## src/rtl/rv32f_fp_reg_file.sv

```systemverilog
// RV32F floating-point register file with issue scoreboard and fcsr state.
// Serves decode operand reads/busy status and absorbs writeback data and flags.
module rv32f_fp_reg_file #(
    parameter int unsigned NUM_REGS = 32
) (
    input  logic        clk,
    input  logic        rst,
    input  logic [4:0]  f_rs1,
    input  logic [4:0]  f_rs2,
    output logic [31:0] f_rs1_data,
    output logic [31:0] f_rs2_data,
    input  logic        rden,
    input  logic [4:0]  rd_decode,
    output logic        rs1_busy,
    output logic        rs2_busy,
    output logic        rd_busy,
    input  logic [2:0]  f_frm_in,
    output logic [2:0]  f_frm,
    input  logic        f_wen,
    input  logic [4:0]  f_rd,
    input  logic [31:0] f_wdata,
    input  logic [4:0]  f_flags,
    input  logic        flush,
    input  logic        csr_wen,
    input  logic [1:0]  csr_sel,
    input  logic [7:0]  csr_wdata,
    output logic [7:0]  csr_rdata,
    output logic        clear_status
);

    localparam logic [2:0] FRM_DYN = 3'b111;

    logic [31:0]         regs_q [NUM_REGS];
    logic [NUM_REGS-1:0] busy_q;
    logic [NUM_REGS-1:0] busy_d;
    logic [NUM_REGS-1:0] set_mask_s;
    logic [NUM_REGS-1:0] clr_mask_s;
    logic [4:0]          fflags_q;
    logic [4:0]          fflags_d;
    logic [2:0]          frm_q;
    logic [2:0]          frm_d;
    logic                clear_status_q;
    logic                clear_status_d;

    // Operand reads with write-through bypass from the writeback port.
    always_comb begin
        if (f_wen && (f_rd == f_rs1)) begin
            f_rs1_data = f_wdata;
        end else begin
            f_rs1_data = regs_q[f_rs1];
        end
        if (f_wen && (f_rd == f_rs2)) begin
            f_rs2_data = f_wdata;
        end else begin
            f_rs2_data = regs_q[f_rs2];
        end
    end

    // Busy status; a same-cycle writeback already resolves the hazard.
    always_comb begin
        rs1_busy = busy_q[f_rs1]     & ~(f_wen & (f_rd == f_rs1));
        rs2_busy = busy_q[f_rs2]     & ~(f_wen & (f_rd == f_rs2));
        rd_busy  = busy_q[rd_decode] & ~(f_wen & (f_rd == rd_decode));
    end

    // Scoreboard next state: set beats clear on the same index, flush beats both.
    always_comb begin
        set_mask_s = '0;
        clr_mask_s = '0;
        if (rden) begin
            set_mask_s[rd_decode] = 1'b1;
        end else begin
            set_mask_s = '0;
        end
        if (f_wen) begin
            clr_mask_s[f_rd] = 1'b1;
        end else begin
            clr_mask_s = '0;
        end
        if (flush) begin
            busy_d = '0;
        end else begin
            busy_d = (busy_q & ~clr_mask_s) | set_mask_s;
        end
        clear_status_d = (busy_q != '0) && (busy_d == '0);
    end

    // fcsr next state; writeback flags accumulate on top of any CSR write.
    always_comb begin
        if (csr_wen && csr_sel[0]) begin
            fflags_d = csr_wdata[4:0];
        end else begin
            fflags_d = fflags_q;
        end
        if (f_wen) begin
            fflags_d = fflags_d | f_flags;
        end else begin
            fflags_d = fflags_d;
        end
        if (csr_wen && csr_sel[1]) begin
            frm_d = csr_wdata[7:5];
        end else begin
            frm_d = frm_q;
        end
    end

    // Dynamic rounding-mode resolution for decode.
    always_comb begin
        if (f_frm_in == FRM_DYN) begin
            f_frm = frm_q;
        end else begin
            f_frm = f_frm_in;
        end
    end

    // CSR read view of the current (pre-update) fcsr state.
    always_comb begin
        case (csr_sel)
            2'b01:   csr_rdata = {3'b000, fflags_q};
            2'b10:   csr_rdata = {frm_q, 5'b00000};
            2'b11:   csr_rdata = {frm_q, fflags_q};
            default: csr_rdata = 8'h00;
        endcase
    end

    // Register array storage.
    always_ff @(posedge clk or posedge rst) begin
        if (rst) begin
            for (int i = 0; i < NUM_REGS; i++) begin
                regs_q[i] <= 32'h0000_0000;
            end
        end else if (f_wen) begin
            regs_q[f_rd] <= f_wdata;
        end
    end

    // Scoreboard, fcsr and empty-pulse state.
    always_ff @(posedge clk or posedge rst) begin
        if (rst) begin
            busy_q         <= '0;
            fflags_q       <= 5'b00000;
            frm_q          <= 3'b000;
            clear_status_q <= 1'b0;
        end else begin
            busy_q         <= busy_d;
            fflags_q       <= fflags_d;
            frm_q          <= frm_d;
            clear_status_q <= clear_status_d;
        end
    end

    assign clear_status = clear_status_q;

endmodule

```

## config.mk

```make
export PLATFORM = sky130hd
export DESIGN_NAME = rv32f_fp_reg_file
export DESIGN_NICKNAME = d
export VERILOG_FILES = /design/src/rtl/rv32f_fp_reg_file.sv
export SDC_FILE = /design/constraint.sdc
export NUM_CORES = 2
export LEC_CHECK = 0
export ABC_CLOCK_PERIOD_IN_PS = 71400
export CORE_ASPECT_RATIO = 0.75
export CORE_UTILIZATION = 40
export CTS_CLUSTER_SIZE = 24
export DETAILED_ROUTE_END_ITERATION = 8
export HOLD_SLACK_MARGIN = 0.12
export PLACE_DENSITY = 0.6
export SLEW_MARGIN = 5
export SYNTH_ARGS = -nofsm -noshare
export SYNTH_HDL_FRONTEND = slang
export SYNTH_SLANG_ARGS = --single-unit
```

## constraint.sdc

```tcl
create_clock -name clk -period 71.4 [get_ports clk]
set_input_delay 14.28 -clock clk [delete_from_list [all_inputs] [get_ports clk]]
set_output_delay 14.28 -clock clk [all_outputs]
set_load 0.01 [all_outputs]
```

==> reports/results.ini <==
[run_status]
outcome = completed

[global_route]
gr-usage-met2_pct = 35.8
gr-total-overflow = 0
use_met1_pct = 36.1
grt_antenna_before_repair = 1
grt_first_pass_wirelength_microns = 253000
grt_start_max_net_pins = 114
grt.busiest_layer = met1
met3_usage_pct = 4.42
grtUsageTotal_pct = 24.0
grt_pass1_vias = 35386

[logic_synthesis]
synth.most_common_cell = dfrtp_1
synth_top_cell_area_share_pct = 46.3
netlist_top_cells_count = dfrtp_1 (1065), mux2_2 (1027), mux4_2 (668), clkbuf_1 (154), buf_2 (148)
synthAdderAreaFrac_pct = 0
synth_compound_area_share_pct = 1.32
seq_area_frac_synth_pct = 46.3
avgSynthCellArea_sq_um = 16.1
ys_seq_elements = 1065
netlist_area_sq_um = 57600
synth_top_family_by_area = multiplexers
yosys.area_share.simple_pct = 1.76
synthFlopType = dfrtp_1
yosysWarnings = 0
yosysUniqueCellTypes = 43
synth_edf_count = 0
muxShareOfSynthArea_pct = 47.4
async_flop_share_pct = 100
synthesis.nets = 3648
synth_xor_area_share_pct = 0.228
netlist_top_cells_area = dfrtp_1 (46%), mux4_2 (26%), mux2_2 (20%)
synth_area_leader_cell = dfrtp_1
synth_cells = 3572

[sta]
maxSlewViolCount = 0
rsz0062_at_grt = false
fmax_ghz = 0.0302
holdWs_ns = 0.515
fin_crit_ns = 33.10
final_hold_viol_count = 0
slew_headroom_pct = 15.5
finalSetupViolations = 0
setup_tns_ns = 0
fin_skew_ns = 0.00786
worstMarginPinSlew_ns = 1.26
period_share_pct = 46.4

[power]
peakVddDrop_mv = 0.0203
power_density_nw_per_um2 = 27.8
p_leak_nw = 26.9

[drt]
drtIter0Drc = 3185
drc = 0
wl_per_cell_microns = 31.0
ant_nets = 0
vias_per_cell = 6.23
drt_wl_total_microns = 171000
vias = 34363
drtPass1Iterations = 5

[critical_path]
critPathLaunch = f_rs1[0]
path_class = in -> out
r2r-start = busy_q[6]
r2r_end = clear_status
cp.required_ns = 57.12
end_kind = output port
cp_max_fo = 67
r2r_cells = 5
arrival_ns = 18.82
reg2reg_slack_ns = 69.64
cp-start-kind = input pin

[layout]
final_nets = 3608
final_cell_area_sq_um = 64400
final_util_pct = 45.1
area_growth_pct = 11.9
drive_gt1_share_pct = 55.2

[clocking]
hold_buffers = 0
cts.path.max_buffers = 3
cts_resized = 0
cts_tree = yes
post-cts-setup-buffer-count = 0
clkTransAtPathRegs_ns = 0.06
cts_inserted_buffers = 110
cts-root-buf = clkbuf_16
clock-sinks = 1065
clock_latency_ns = 0.72
cts-htree-levels = 3

[floorplanning]
core_sq_um = 143000
start_util_pct = 40.3
rows = 120
die_y_microns = 331
ios = 155
die_x_microns = 440
die-area_sq_um = 145000

[placement]
io_buffers = 154
placed_cell_area_sq_um = 60600
gp_congestion = 0.775
dpl.hpwl_microns = 90700

[hold_path]
hp-class = reg -> reg
holdCritStartpoint = fflags_q[0]
hold_depth = 1
whs_endpoint = fflags_q[0]

[run]
drv_cap = 0

-- worst max-delay path, stage by stage --
cell and delay, ns:
buf_8 0.61, buf_4 0.83, buf_4 0.89, mux4_2 0.61, mux4_2 0.49, mux2i_1 0.36
o21ai_1 0.10, clkdlybuf4s50_1 0.53
-- flip-flops by register name, indices dropped and copies added (netlist names) --
signal,cells
clear_status,1
regs_q,1024
fflags_q,5
busy_q,32
frm_q,3
-- cells in the final DEF, fill, tap and decap left out, types with 4 or more instances in the layout --
| cell type | n |
|---|---|
| and3_1 | 8 |
| nor2_4 | 16 |
| clkbuf_16 | 111 |
| nand2_4 | 16 |
| bufinv_16 | 10 |
| a22oi_1 | 9 |
| mux2_2 | 1027 |
| mux2i_1 | 66 |
| a221o_1 | 5 |
| nand3b_1 | 4 |
| mux4_2 | 668 |
| clkdlybuf4s50_1 | 144 |
| nor2_1 | 7 |
| buf_8 | 4 |
| o21ai_0 | 21 |
| xor2_1 | 12 |
| and3b_1 | 7 |
| a21oi_1 | 25 |
| clkbuf_8 | 25 |
| dfrtp_1 | 1065 |
| buf_4 | 83 |
| clkinvlp_4 | 5 |
| nor3b_1 | 6 |
| clkbuf_1 | 31 |
| nor4_1 | 16 |
| o21ai_1 | 68 |
| nand2_1 | 96 |
| clkinv_2 | 15 |
| and2_1 | 8 |
-- area by class of cell --
type / instances / area, sq um
tap: 1891 / 2370
clock buffer: 167 / 3240
sequential: 1065 / 26700
timing repair buffer: 235 / 2190
multi-input combinational: 2119 / 29400
antenna: 1 / 2.50
clock inverter: 37 / 512
fill: 12448 / 78400
inverter: 1 / 11.3
-- metrics by stage --
| step | std cells | power [mW] | worst slack, ns |
|---|---|---|---|
| 2_1_floorplan | 3572 | 1.08 | 27.14 |
| 3_3_place_gp | 5311 | 1.19 | 38.10 |
| 3_5_place_dp | 5311 | 1.20 | 38.08 |
| 4_1_cts | 5515 | 1.81 | 38.08 |
| 5_1_grt | 5516 | 1.87 | 37.86 |
| 6_report | 5516 | 1.79 | 38.30 |
-- report_power, final --
part / switching [mW] / internal [mW] / leakage, nW
Clock: 0.256 / 0.349 / 1.83
Combinational: 0.141 / 0.248 / 11.5
Sequential: 0.0808 / 0.718 / 13.6
Total: 0.477 / 1.32 / 26.9
-- kinds of logic after synthesis --
logic type / after synthesis
AO/OA/AOI/OAI: 137
XOR/XNOR: 15
buffers and inverters: 388
flip-flops: 1065
multiplexers: 1761
AND/OR/NAND/NOR: 206
-- per-layer routing --
layer  wire, microns  vias up
li1                -    13944
met1           79000    19074
met2           77500     1113
met3           10500      232
met4            4000        0
met5               0        -
-- worst max path at each step --
stage | endpoint | depth (start not counted)
after floorplan | busy_q[0] | 1
after global placement | f_rs1_data[11] | 8
after detailed placement | f_rs1_data[11] | 8
after CTS | f_rs1_data[11] | 8
after global routing | f_rs1_data[11] | 8
final | f_rs1_data[11] | 8
(Power assumes the default switching activity.)
